--- src/rtl/control_sequencer.sv ---
// control_sequencer: fetch/decode/execute sequencer for the 8-bit
// single-bus computer. Drives bus strobes only; holds no datapath.
module control_sequencer (
  input  logic       CLK,
  input  logic       RESET,
  input  logic       start,
  input  logic [3:0] opcode,
  input  logic       zero,
  output logic       pc_oe,
  output logic       pc_we,
  output logic       pc_inc,
  output logic       mar_we,
  output logic       ram_oe,
  output logic       ram_we,
  output logic       ir_oe,
  output logic       ir_we,
  output logic       a_oe,
  output logic       a_we,
  output logic       b_we,
  output logic       alu_oe,
  output logic       alu_sub,
  output logic       out_we,
  output logic [2:0] tstate,
  output logic       busy,
  output logic       halted
);

  typedef enum logic [2:0] {
    S_IDLE, S_T1, S_T2, S_DEC,
    S_T3, S_T4, S_T5, S_HALT
  } state_t;

  typedef struct packed {
    logic       pc_oe;
    logic       pc_we;
    logic       pc_inc;
    logic       mar_we;
    logic       ram_oe;
    logic       ram_we;
    logic       ir_oe;
    logic       ir_we;
    logic       a_oe;
    logic       a_we;
    logic       b_we;
    logic       alu_oe;
    logic       alu_sub;
    logic       out_we;
    logic [2:0] tstate;
    logic       busy;
    logic       halted;
  } ctl_t;

  localparam logic [3:0] OP_LDA = 4'h0;
  localparam logic [3:0] OP_SUB = 4'h2;
  localparam logic [3:0] OP_STA = 4'h3;
  localparam logic [3:0] OP_JMP = 4'h4;
  localparam logic [3:0] OP_JZ  = 4'h5;
  localparam logic [3:0] OP_OUT = 4'hE;
  localparam logic [3:0] OP_HLT = 4'hF;

  state_t     st_q, st_d;
  logic       ph_q, ph_d;
  logic [3:0] op_q, op_d;
  logic       z_q, z_d;
  ctl_t       ctl_q;

  function automatic logic has_exec(input logic [3:0] op);
    return (op <= OP_JZ) || (op == OP_OUT);
  endfunction

  // Step following phase B of a Tn; unused steps fall back to T1.
  function automatic state_t step_after(
    input state_t s, input logic [3:0] op);
    state_t n;
    n = S_T1;
    unique case (s)
      S_T1: n = S_T2;
      S_T2: n = S_DEC;
      S_T3: n = (op <= OP_STA) ? S_T4 : S_T1;
      S_T4: n = (op == 4'h1 || op == OP_SUB) ? S_T5 : S_T1;
      default: n = S_T1;
    endcase
    return n;
  endfunction

  // Phase A drives the source only; phase B (b=1) adds the destination.
  function automatic ctl_t decode(
    input state_t s, input logic b,
    input logic [3:0] op, input logic z);
    ctl_t c;
    c = '0;
    c.busy   = (s != S_IDLE) && (s != S_HALT);
    c.halted = (s == S_HALT);
    unique case (s)
      S_T1: begin
        c.tstate = 3'd1;
        c.pc_oe  = 1'b1;
        c.mar_we = b;
      end
      S_T2: begin
        c.tstate = 3'd2;
        c.ram_oe = 1'b1;
        c.ir_we  = b;
        c.pc_inc = b;
      end
      S_T3: begin
        c.tstate = 3'd3;
        unique case (1'b1)
          op <= OP_STA: begin
            c.ir_oe  = 1'b1;
            c.mar_we = b;
          end
          op == OP_JMP, (op == OP_JZ && z): begin
            c.ir_oe = 1'b1;
            c.pc_we = b;
          end
          op == OP_OUT: begin
            c.a_oe   = 1'b1;
            c.out_we = b;
          end
          default: ;
        endcase
      end
      S_T4: begin
        c.tstate = 3'd4;
        unique case (1'b1)
          op == OP_STA: begin
            c.a_oe   = 1'b1;
            c.ram_we = b;
          end
          op == OP_LDA: begin
            c.ram_oe = 1'b1;
            c.a_we   = b;
          end
          default: begin
            c.ram_oe = 1'b1;
            c.b_we   = b;
          end
        endcase
      end
      S_T5: begin
        c.tstate  = 3'd5;
        c.alu_oe  = 1'b1;
        c.a_we    = b;
        c.alu_sub = (op == OP_SUB);
      end
      default: ;
    endcase
    return c;
  endfunction

  always_comb begin
    st_d = st_q;
    ph_d = 1'b0;
    op_d = op_q;
    z_d  = z_q;
    unique case (st_q)
      S_IDLE: if (start) st_d = S_T1;
      S_DEC: begin
        op_d = opcode;
        z_d  = zero;
        if (opcode == OP_HLT)     st_d = S_HALT;
        else if (has_exec(opcode)) st_d = S_T3;
        else                       st_d = S_T1;
      end
      S_HALT: st_d = S_HALT;
      default: begin
        if (!ph_q) ph_d = 1'b1;
        else       st_d = step_after(st_q, op_q);
      end
    endcase
  end

  always_ff @(posedge CLK or posedge RESET) begin
    if (RESET) begin
      st_q  <= S_IDLE;
      ph_q  <= 1'b0;
      op_q  <= 4'h0;
      z_q   <= 1'b0;
      ctl_q <= '0;
    end else begin
      st_q  <= st_d;
      ph_q  <= ph_d;
      op_q  <= op_d;
      z_q   <= z_d;
      ctl_q <= decode(st_d, ph_d, op_d, z_d);
    end
  end

  assign pc_oe   = ctl_q.pc_oe;
  assign pc_we   = ctl_q.pc_we;
  assign pc_inc  = ctl_q.pc_inc;
  assign mar_we  = ctl_q.mar_we;
  assign ram_oe  = ctl_q.ram_oe;
  assign ram_we  = ctl_q.ram_we;
  assign ir_oe   = ctl_q.ir_oe;
  assign ir_we   = ctl_q.ir_we;
  assign a_oe    = ctl_q.a_oe;
  assign a_we    = ctl_q.a_we;
  assign b_we    = ctl_q.b_we;
  assign alu_oe  = ctl_q.alu_oe;
  assign alu_sub = ctl_q.alu_sub;
  assign out_we  = ctl_q.out_we;
  assign tstate  = ctl_q.tstate;
  assign busy    = ctl_q.busy;
  assign halted  = ctl_q.halted;

endmodule

--- config.mk ---
export PLATFORM = sky130hd
export DESIGN_NAME = control_sequencer
export DESIGN_NICKNAME = d
export VERILOG_FILES = /design/src/rtl/control_sequencer.sv
export SDC_FILE = /design/constraint.sdc
export NUM_CORES = 1
export LEC_CHECK = 0
export ABC_CLOCK_PERIOD_IN_PS = 4600
export CELL_PAD_IN_SITES_DETAIL_PLACEMENT = 0
export CELL_PAD_IN_SITES_GLOBAL_PLACEMENT = 1
export CORE_MARGIN = 3
export CORE_UTILIZATION = 42
export DETAILED_ROUTE_END_ITERATION = 8
export PLACE_DENSITY = 0.93
export SLEW_MARGIN = 20
export SYNTH_ARGS = -nofsm -noshare
export SYNTH_HDL_FRONTEND = slang
export SYNTH_SLANG_ARGS = --single-unit
export TNS_END_PERCENT = 100
--- constraint.sdc ---
create_clock -name CLK -period 4.6 [get_ports CLK]
set_input_delay 0.69 -clock CLK [delete_from_list [all_inputs] [get_ports CLK]]
set_output_delay 0.69 -clock CLK [all_outputs]
set_load 0.05 [all_outputs]
Word level (Yosys, flattened, before mapping) --
Index checks and enable logic that the tools add are counted.
Storage, ports and cells: output and inout bits 19, bits in registers 27, word-level logic and storage cells 91
Cells by class: equality and inequality tests 22, mux-type cells 35, order comparisons 3, reduce and logical (&&, ||, !) cells 11
Operators with widths (number):
- $eq A3 B3 Y1 const B | 7
- $mux W1 | 20
- $mux W3 | 6
- $pmux W3 S5 | 1
- $eq A4 B2 Y1 const B | 3
- $eq A4 B4 Y1 const B | 3
- $pmux W3 S4 | 1
- $eq A3 B2 Y1 const B | 3
- $pmux W3 S3 | 1
- $eq A4 B3 Y1 const B | 2
- $le A4 B2 Y1 const B | 2
- $pmux W1 S2 | 4
- $eq A3 B1 Y1 const B | 2
- $reduce_or A3 Y1 | 2
- $eq A4 B1 Y1 const B | 1
- $le A4 B3 Y1 const B | 1
- $logic_not A4 Y1 | 1
- $mux W4 | 1
- $reduce_or A2 Y1 | 2
- $logic_not A3 Y1 | 1
- $ne A3 B3 Y1 const B | 1
- $reduce_bool A3 Y1 | 1
- $logic_and A1 B1 Y1 | 2
- $logic_or A1 B1 Y1 | 2
- $mux W2 | 1

Logic depth before layout (Yosys ltp) --
Gate-level depths: netlist of the first run.
depth in word-level cells 8, mapped depth 8, depth with buffers taken out 6

Least setup slack after synthesis of the first run --
No wires, ideal clock.
path type input to register, from in opcode[3], to reg ctl_q, in the netlist ram_oe, stages on the path 7, path slack 2.672 ns, arrival 1.832 ns, setup time 0.095 ns, buffers on the path 1, cell sequence buf_2 and3_1 a211o_1 o211a_2 inv_2 nand3_2 o32ai_2
Between the ends: longest elaborated chain between the ends 7, elaborated cells on any way between the ends 13, classes of those cells 1 x order compare; 5 x eq/ne; 6 x mux; 1 x reduce/logical
Ends and longest elaborated chain:
- from (decl) | line 7 | input logic [3:0] opcode,
- $le A4 B3 Y1 or $eq A4 B4 Y1 (tied branches) | line 68 | return (op <= OP_JZ) || (op == OP_OUT);
- $logic_or A1 B1 Y1 | line 68
- $mux W3 | line 163 | else if (has_exec(opcode)) st_d = S_T3;
- $mux W3 * | line 162 | if (opcode == OP_HLT) st_d = S_HALT;
- $pmux W3 S3 * | line 157 | unique case (st_q)
- via st_d[0] | line 61 | state_t st_q, st_d;
- $eq A3 B3 Y1 or $eq A3 B2 Y1 (tied branches) | line 94 | unique case (s)
- $pmux W1 S2 * | line 94
- to (signal assigned) | line 186 | ctl_q <= decode(st_d, ph_d, op_d, z_d);
- to (decl) | line 65 | ctl_t ctl_q;
The timed path passes the listed nets; every way through them passes the cells marked *.

Final worst setup path of the first run --
from reg ctl_q, in the netlist ram_we, to out ram_we
RTL lines:
- to (decl) | line 14 | output logic ram_we,
No word-level cell between the ends.

==> results of run 1 <==
-- worst reg2reg max path, cell delays in order (launching register included) --
cell	delay, ns
dfrtp_1	0.63
and3b_1	0.50
mux2i_1	0.22
nor3_1	0.39
inv_1	0.09
nor3_1	0.18
-- layer usage --
layer	share of wire	track usage	wire length, um
met2	0.47	0.235	1350
met4	0.010	0.0431	29
met3	0.054	0.0392	157
met1	0.47	0.206	1370
met5	0	0	0
-- cells by family (layout without fill, tap and decap cells) --
kind of cell	Yosys count	after routing	share of synthesized area
xor+xnor	2	2	0.0126
compound gates	31	31	0.175
simple gates	53	53	0.213
flops	27	27	0.488
mux	5	5	0.0425
buf+inv	17	41	0.0686
-- cell usage in the layout, fill, tap and decap left out, types with 3 or more instances in the layout --
cell             count
a21oi_1              4
a31oi_1              3
clkbuf_4             3
clkdlybuf4s50_1     26
dfrtp_1             27
inv_1                6
inv_2                4
mux2i_1              3
nand2_1             12
nand3_1              3
nor2_1              10
nor3_1               8
nor4_1               3
o21ai_0              4
-- power groups by stage --
stage               logic (mW)  clock network (mW)  registers [mW]
floorplan                0.563                   0           0.519
global placement         0.853                   0           0.405
detailed placement       0.859                   0           0.408
CTS                      0.863               0.106           0.403
global route             0.937               0.116           0.417
finish                   0.865               0.104           0.404
-- layout make-up --
cell class	instances	share of cell area
Sequential cell	27	0.403
Multi-Input combinational cell	91	0.366
Clock buffer	3	0.0134
Tap cell	44	0.0328
Timing Repair Buffer	26	0.155
Clock inverter	1	0.00448
Inverter	11	0.0246
-- per-stage QoR --
stage	worst slack (ns)	hold WS, ns
CTS	2.38	0.522
global route	2.22	0.538
global placement	2.07	0.481
detailed placement	2.08	0.486
finish	2.38	0.519
floorplan	2.67	0.468
-- worst max path at each step --
stage / endpoint / from / cells past startpoint
4_1_cts: pc_we / opcode[1] / 6
3_5_place_dp: pc_we / opcode[1] / 6
2_1_floorplan: ram_oe / opcode[3] / 7
6_report: ram_we / ram_we / 1
3_3_place_gp: pc_we / opcode[1] / 6
5_1_grt: pc_we / opcode[2] / 6
==> results.toml, run 1 <==
[floorplanning]
initial_core_util = 0.446
dieArea_sq_um = 4020
dieHeight_um = 63.4
die_x_um = 63.4
rows = 20
boundaryPins = 27
core_area_sq_um = 3100

[grt]
grt_pass1_wl_um = 4880
antenna_found_initial = 0
overflow = 0
first_global_vias = 1048
grt_usage = 0.150
grt_max_degree = 28

[hold_path]
hold-path-cell-count = 1
hold_path_class = "flop to flop"
min_to = "z_q"
hold_start = "z_q"

[clock_network]
path_clk_slew_ns = 0.15
clockBufferDepth = 2
postCtsSetupBuffers = 0
clock_sinks = 27
cts.root.buffer_cell = "clkbuf_4"
cts_hold_buffers = 0
ctsResizeCount = 0
htreeDepth = 1
cts-buffers-inserted = 3
clk_latency_ns = 0.33
cts_tree = "done"

[placed_design]
gp_congestion = 0.912
placed_area_sq_um = 1650
portBuffers = 26
dp_hpwl_um = 2170
dp_cells = 199

[sta]
setup_violations = 0
fin_worst_skew_ns = 0.00833
slew_viol_final = 0
hold_viol = 0
fin_crit_sh = 0.484
setup_tns_ns = 0
fin_crit_ns = 2.22
grt_setup_unrepaired = "false"
tightest_slew_ns = 0.915
relSlewSlack = 0.386
fmax_mhz = 449

[final_layout]
top_register = "op_q"
final_area_sq_um = 1680
diodes = 0
stdcell_count = 203
area_growth_pct = 21.0
fin_util = 0.540
ff_latch_area_sq_um = 676
final_nets = 168
multiInputGateArea_sq_um = 614
largest_reg_flops = 4
fillers = 306
drive_above_1_share = 0.145

[power]
internal_power_uw = 661
ir_drop_mv = 0.341
net-switching-power_uw = 712
power_mw = 1.37
pwr-share-comb = 0.630
p_clk_frac = 0.076
powerDensity_nw_per_um2 = 819
p_leak_nw = 0.716
p_sw_frac = 0.518
seq_power_share = 0.295

[logic_synthesis]
synth.largest_area_cell = "dfrtp_1"
synth_top_flop_cell = "dfrtp_1"
synthTopCellsByCount = "dfrtp_1 (27), nand2_1 (12), nor2_1 (10)"
ys_warn_count = 0
synth_top_area_frac = 0.488
ys_seq_area_frac = 0.488
async_reset_ff_frac = 1.00
synth_nets = 143
synth.most_common_cell = "dfrtp_1"
synth_enable_flop_cells = 0
synth.area.top_cells = "dfrtp_1 (49%), nand2_1 (3.3%), nor3_1 (2.9%)"
netlist_instances = 135
synth_area_sq_um = 1390
synth_cell_types = 49
avgSynthCellArea_sq_um = 10.3
synth-seq-cells = 27

[drt]
first_iter_violations = 56
first_pass_iters = 4
wire_per_inst_um = 14.3
postRouteAntennaNets = 0
wl_um = 2910
via_count = 1093
vias_per_cell = 5.38
drc = 0

[worst_setup_path]
crit_arrival_ns = 1.53
timing.rr.start = "st_q[0]"
cp-start-kind = "flop"
crit_buf_inv = 1
cp_slowest_stage_delay_ns = 0.81
r2r-end = "ram_we"
worstPathCellList = "clkdlybuf4s50_1"
r2r_setup_slack_ns = 2.52
critPathSlowestCell = "clkdlybuf4s50_1"
crit_family = "buffers and inverters"
cp_max_fo = 1
required_ns = 3.91
worstSetupPathType = "flop to output port"
ff2ff_path_depth = 5
setup.worst_path.end_class = "output port"

[run_status]
outcome = "complete, no violations"

[flow_run]
maxCapViolCount = 0
(Power assumes the default switching activity.)
==> run 2: changes to the inputs <==
--- a/config.mk
+++ b/config.mk
@@ -5,13 +5,13 @@
 export SDC_FILE = /design/constraint.sdc
 export NUM_CORES = 1
 export LEC_CHECK = 0
-export ABC_CLOCK_PERIOD_IN_PS = 4600
+export ABC_CLOCK_PERIOD_IN_PS = 2100
 export CELL_PAD_IN_SITES_DETAIL_PLACEMENT = 0
 export CELL_PAD_IN_SITES_GLOBAL_PLACEMENT = 1
 export CORE_MARGIN = 3
-export CORE_UTILIZATION = 42
+export CORE_UTILIZATION = 39
 export DETAILED_ROUTE_END_ITERATION = 8
-export PLACE_DENSITY = 0.93
+export PLACE_DENSITY = 0.88
 export SLEW_MARGIN = 20
 export SYNTH_ARGS = -nofsm -noshare
 export SYNTH_HDL_FRONTEND = slang
==> constraint.sdc (replaced) <==
create_clock -name CLK -period 2.1 [get_ports CLK]
set_input_delay 0.315 -clock CLK [delete_from_list [all_inputs] [get_ports CLK]]
set_output_delay 0.315 -clock CLK [all_outputs]
set_load 0.05 [all_outputs]
==> results.toml, run 2 (synthesis results as in run 1) <==
[sta]
hold_viol = 0
setup_tns_ns = 0
fin_crit_ns = 1.87
slew_viol_final = 0
fin_worst_skew_ns = 0.00572
grt_setup_unrepaired = "false"
worst_slack_ns = 0.227
tightest_slew_ns = 0.539
setup_violations = 0
fin_crit_sh = 0.892
relSlewSlack = 0.639
fmax_mhz = 534

[run_status]
outcome = "complete, no violations"

[clock_network]
htreeDepth = 1
cts.root.buffer_cell = "clkbuf_4"
clk_latency_ns = 0.32
cts_tree = "done"
postCtsSetupBuffers = 0
cts-buffers-inserted = 3
clockBufferDepth = 2
path_clk_slew_ns = 0.14
clock_sinks = 27

[final_layout]
largest_reg_flops = 4
final_cell_mix = "dfrtp_1 (27), clkdlybuf4s50_1 (26), buf_4 (15)"
area_growth_pct = 29.3
drive_above_1_share = 0.224
multiInputGateArea_sq_um = 616
diodes = 0
final_nets = 183
fillers = 319
layout_commonest_cell = "dfrtp_1"
ff_latch_area_sq_um = 676
top_register = "op_q"

[worst_setup_path]
crit_buf_inv = 1
ff2ff_path_depth = 5
worstPathCellList = "nand3b_4, mux2i_2, inv_2, or3_4, a211oi_2"
cp-start-kind = "flop"
r2r_setup_slack_ns = 0.23
cp_max_fo = 9
crit_family = "simple AND/OR/NAND/NOR gates"
worstSetupPathType = "flop to flop"
crit_arrival_ns = 2.12
timing.rr.start = "st_q[2]"
cp_slowest_stage_delay_ns = 0.55
required_ns = 2.35
critPathSlowestCell = "dfrtp_1"
startpoint = "st_q[2]"
r2r-end = "ir_oe"
setup.worst_path.end_class = "flop"

[floorplanning]
die_x_um = 65.6
boundaryPins = 27
dieArea_sq_um = 4300
dieHeight_um = 65.6
initial_core_util = 0.409
core_area_sq_um = 3390
rows = 21

[drt]
postRouteAntennaNets = 0
via_count = 1162
wl_um = 3120
drc = 0
wire_per_inst_um = 14.2
first_iter_violations = 34
vias_per_cell = 5.28
first_pass_iters = 4

[grt]
first_global_vias = 1133
grt_pass1_wl_um = 5340
antenna_found_initial = 0
grt_usage = 0.158
grt_max_degree = 28
overflow = 0

[hold_path]
hold_path_class = "input pin to async pin"

[placed_design]
portBuffers = 26
dp_hpwl_um = 2390
dp_slack_ns = 0.0537
gp_congestion = 0.823

[power]
p_leak_nw = 0.796
powerDensity_nw_per_um2 = 1780
ir_drop_mv = 0.700

[flow_run]
maxCapViolCount = 0
-- run 2: worst reg2reg max path: cells and delay by family, from the launching register on --
kind	cells	cell delay [ns]
buf+inv	1	0.06
mux	1	0.32
simple gates	2	0.65
compound gates	1	0.22
flops	1	0.55
-- run 2: power breakdown --
part	internal, mW	switching [mW]
registers	0.713	0.136
clock network	0.0714	0.147
logic	0.810	1.32
total	1.59	1.60
-- run 2: layer usage --
metal	part of all wire	GRT usage
met2	0.50	0.271
met3	0.051	0.0359
met4	0.0032	0.0311
met5	0	0
met1	0.45	0.204
-- run 2: worst max-delay path by stage --
stage	cells after the start	to	slack [ns]
detailed placement	6	pc_we	0.05
CTS	5	pc_we	0.13
floorplan	7	ir_oe	0.49
global placement	6	out_we	0.04
global route	5	pc_we	0.05
finish	5	ir_oe	0.23
-- run 2: final cells by class --
cell class                 instances  share of cell area
clock buffer                       3              0.0126
clock inverter                     1             0.00280
timing repair buffer              41               0.208
sequential                        27               0.377
multi-input combinational         91               0.344
tap                               46              0.0321
inverter                          11              0.0231
-- run 2: through the flow --
step                power [mW]  instances  instance area (sq um)  hold WS, ns  utilization
CTS                       3.20        220                   1790        0.333        0.528
global route              3.43        220                   1790        0.366        0.528
finish                    3.20        220                   1790        0.333        0.528
global placement          2.93        216                   1760        0.479        0.520
detailed placement        2.97        216                   1760        0.497        0.520
floorplan                 2.37        135                   1390        0.368            -
-- run 2: what timing repair did --
action	CTS	global route
hold buffers	0	0
endpoints found under the hold margin	0	0
resized for setup	0	1
setup endpoints to repair	0	1
==> run 3: changes to the inputs <==
--- a/config.mk
+++ b/config.mk
@@ -8,7 +8,6 @@
 export ABC_CLOCK_PERIOD_IN_PS = 2100
 export CELL_PAD_IN_SITES_DETAIL_PLACEMENT = 0
 export CELL_PAD_IN_SITES_GLOBAL_PLACEMENT = 1
-export CORE_MARGIN = 3
 export CORE_UTILIZATION = 39
 export DETAILED_ROUTE_END_ITERATION = 8
 export PLACE_DENSITY = 0.88
==> results.toml, run 3 (synthesis results as in run 1) <==
[drt]
wl_um = 3050
met1Wirelength_um = 1400
first_iter_violations = 31
via_count = 1119
met2_length_um = 1510
first_pass_iters = 4
vias_per_cell = 5.18
highest_layer = "met4"
postRouteAntennaNets = 0
wl_met3_um = 90
drc = 0
wire_per_inst_um = 14.1

[final_layout]
largest_reg_flops = 4
area_growth_pct = 27.4
drive_above_1_share = 0.212
final_area_sq_um = 1760
top_register = "op_q"
diodes = 0
fin_util = 0.525
final_nets = 179
final_cell_mix = "dfrtp_1 (26), clkdlybuf4s50_1 (26), nand2_1 (12)"

[worst_setup_path]
required_ns = 2.33
crit_arrival_ns = 2.12
cp-start-kind = "flop"
cp_max_fo = 9
worstSetupPathType = "flop to flop"
setup.worst_path.end_class = "flop"

[power]
net-switching-power_mw = 1.60
seq_power_share = 0.273
pwr-share-comb = 0.652
p_sw_frac = 0.510
p_clk_frac = 0.074
internal_power_mw = 1.53
ir_drop_mv = 0.728
powerDensity_nw_per_um2 = 1770
p_leak_nw = 0.772

[grt]
antenna_found_initial = 0
overflow = 0
grt_usage = 0.184
grt_pass1_wl_um = 5060
first_global_vias = 1078
grt_max_degree = 28

[sta]
setup_violations = 0
slew_viol_final = 0
fin_crit_sh = 0.901
fin_crit_ns = 1.89
setup_tns_ns = 0
worst_slack_ns = 0.208
tightest_slew_ns = 0.519
fmax_mhz = 528
grt_setup_unrepaired = "false"
hold_slack_ns = 0.324
relSlewSlack = 0.652
hold_viol = 0
fin_worst_skew_ns = 0.00994

[placed_design]
dp_slack_ns = 0.0549
portBuffers = 26
placed_area_sq_um = 1730
dp_hpwl_um = 2350
gp_congestion = 0.898

[floorplanning]
core_area_sq_um = 3360
dieArea_sq_um = 3790
dieHeight_um = 61.6
boundaryPins = 27
initial_core_util = 0.412
rows = 21
die_x_um = 61.6

[flow_run]
maxCapViolCount = 0

[clock_network]
htreeDepth = 1
cts-buffers-inserted = 3
cts_tree = "done"
cts_hold_buffers = 0
clk_latency_ns = 0.33
path_clk_slew_ns = 0.15
clock_sinks = 27
clockBufferDepth = 2
cts.root.buffer_cell = "clkbuf_4"

[run_status]
outcome = "complete, no violations"

[hold_path]
hold_path_class = "input pin to async pin"
run 3: cell count changes in the layout (fill, tap and decap cells not counted):
cell	delta
buf_4	-4
clkinv_2	-1
dfrtp_1	-1
clkinvlp_4	+1
dfrtp_2	+1
run 3: per-layer routing:
layer | global-route usage | vias up
li1 | - | 550
met1 | 0.248 | 537
met2 | 0.290 | 25
met3 | 0.0315 | 7
met4 | 0.0857 | 0
met5 | 0 | -
run 3: worst max-delay path: stages, from the launching register on:
cell	delay, ns
dfrtp_2	0.50
buf_4	0.17
o311ai_1	0.29
o211a_2	0.31
nand3_2	0.18
nor4_1	0.33
run 3: what timing repair did:
action / in CTS / in global routing
setup buffers: 0 / 0
resized for setup: 0 / 2
endpoints found under the hold margin: 0 / 0
endpoints found under the setup margin: 0 / 1
run 3: area by class of cell:
class / instances / area, sq um
Timing Repair Buffer: 37 / 343
Inverter: 11 / 41.3
Sequential cell: 27 / 677
Clock buffer: 3 / 22.5
Clock inverter: 1 / 7.51
Tap cell: 46 / 57.6
Multi-Input combinational cell: 91 / 616
Fill cell: 332 / 1600
run 3: final timing paths:
check | slack, ns | startpoint | cells past startpoint | to
worst max-delay path | 0.21 | st_q[2] | 5 | pc_we
worst min-delay path | 0.32 | RESET | 3 | ph_q
worst max register to register | 0.21 | st_q[2] | 5 | pc_we
worst min register to register | 0.53 | z_q | 1 | z_q
max in group asynchronous | 1.51 | RESET | 3 | st_q[2]
min in group CLK | 0.53 | z_q | 1 | z_q
run 3: power by group through the flow:
stage | Clock [mW] | Combinational (mW) | Sequential (mW)
floorplan | 0 | 1.23 | 1.14
global placement | 0 | 2.00 | 0.853
detailed placement | 0 | 2.03 | 0.867
CTS | 0.239 | 2.04 | 0.856
global route | 0.261 | 2.22 | 0.883
finish | 0.233 | 2.04 | 0.856
run 3: stage by stage:
step | instances | power, mW
2_1_floorplan | 135 | 2.37
3_3_place_gp | 212 | 2.85
3_5_place_dp | 212 | 2.89
4_1_cts | 216 | 3.13
5_1_grt | 216 | 3.36
6_report | 216 | 3.13
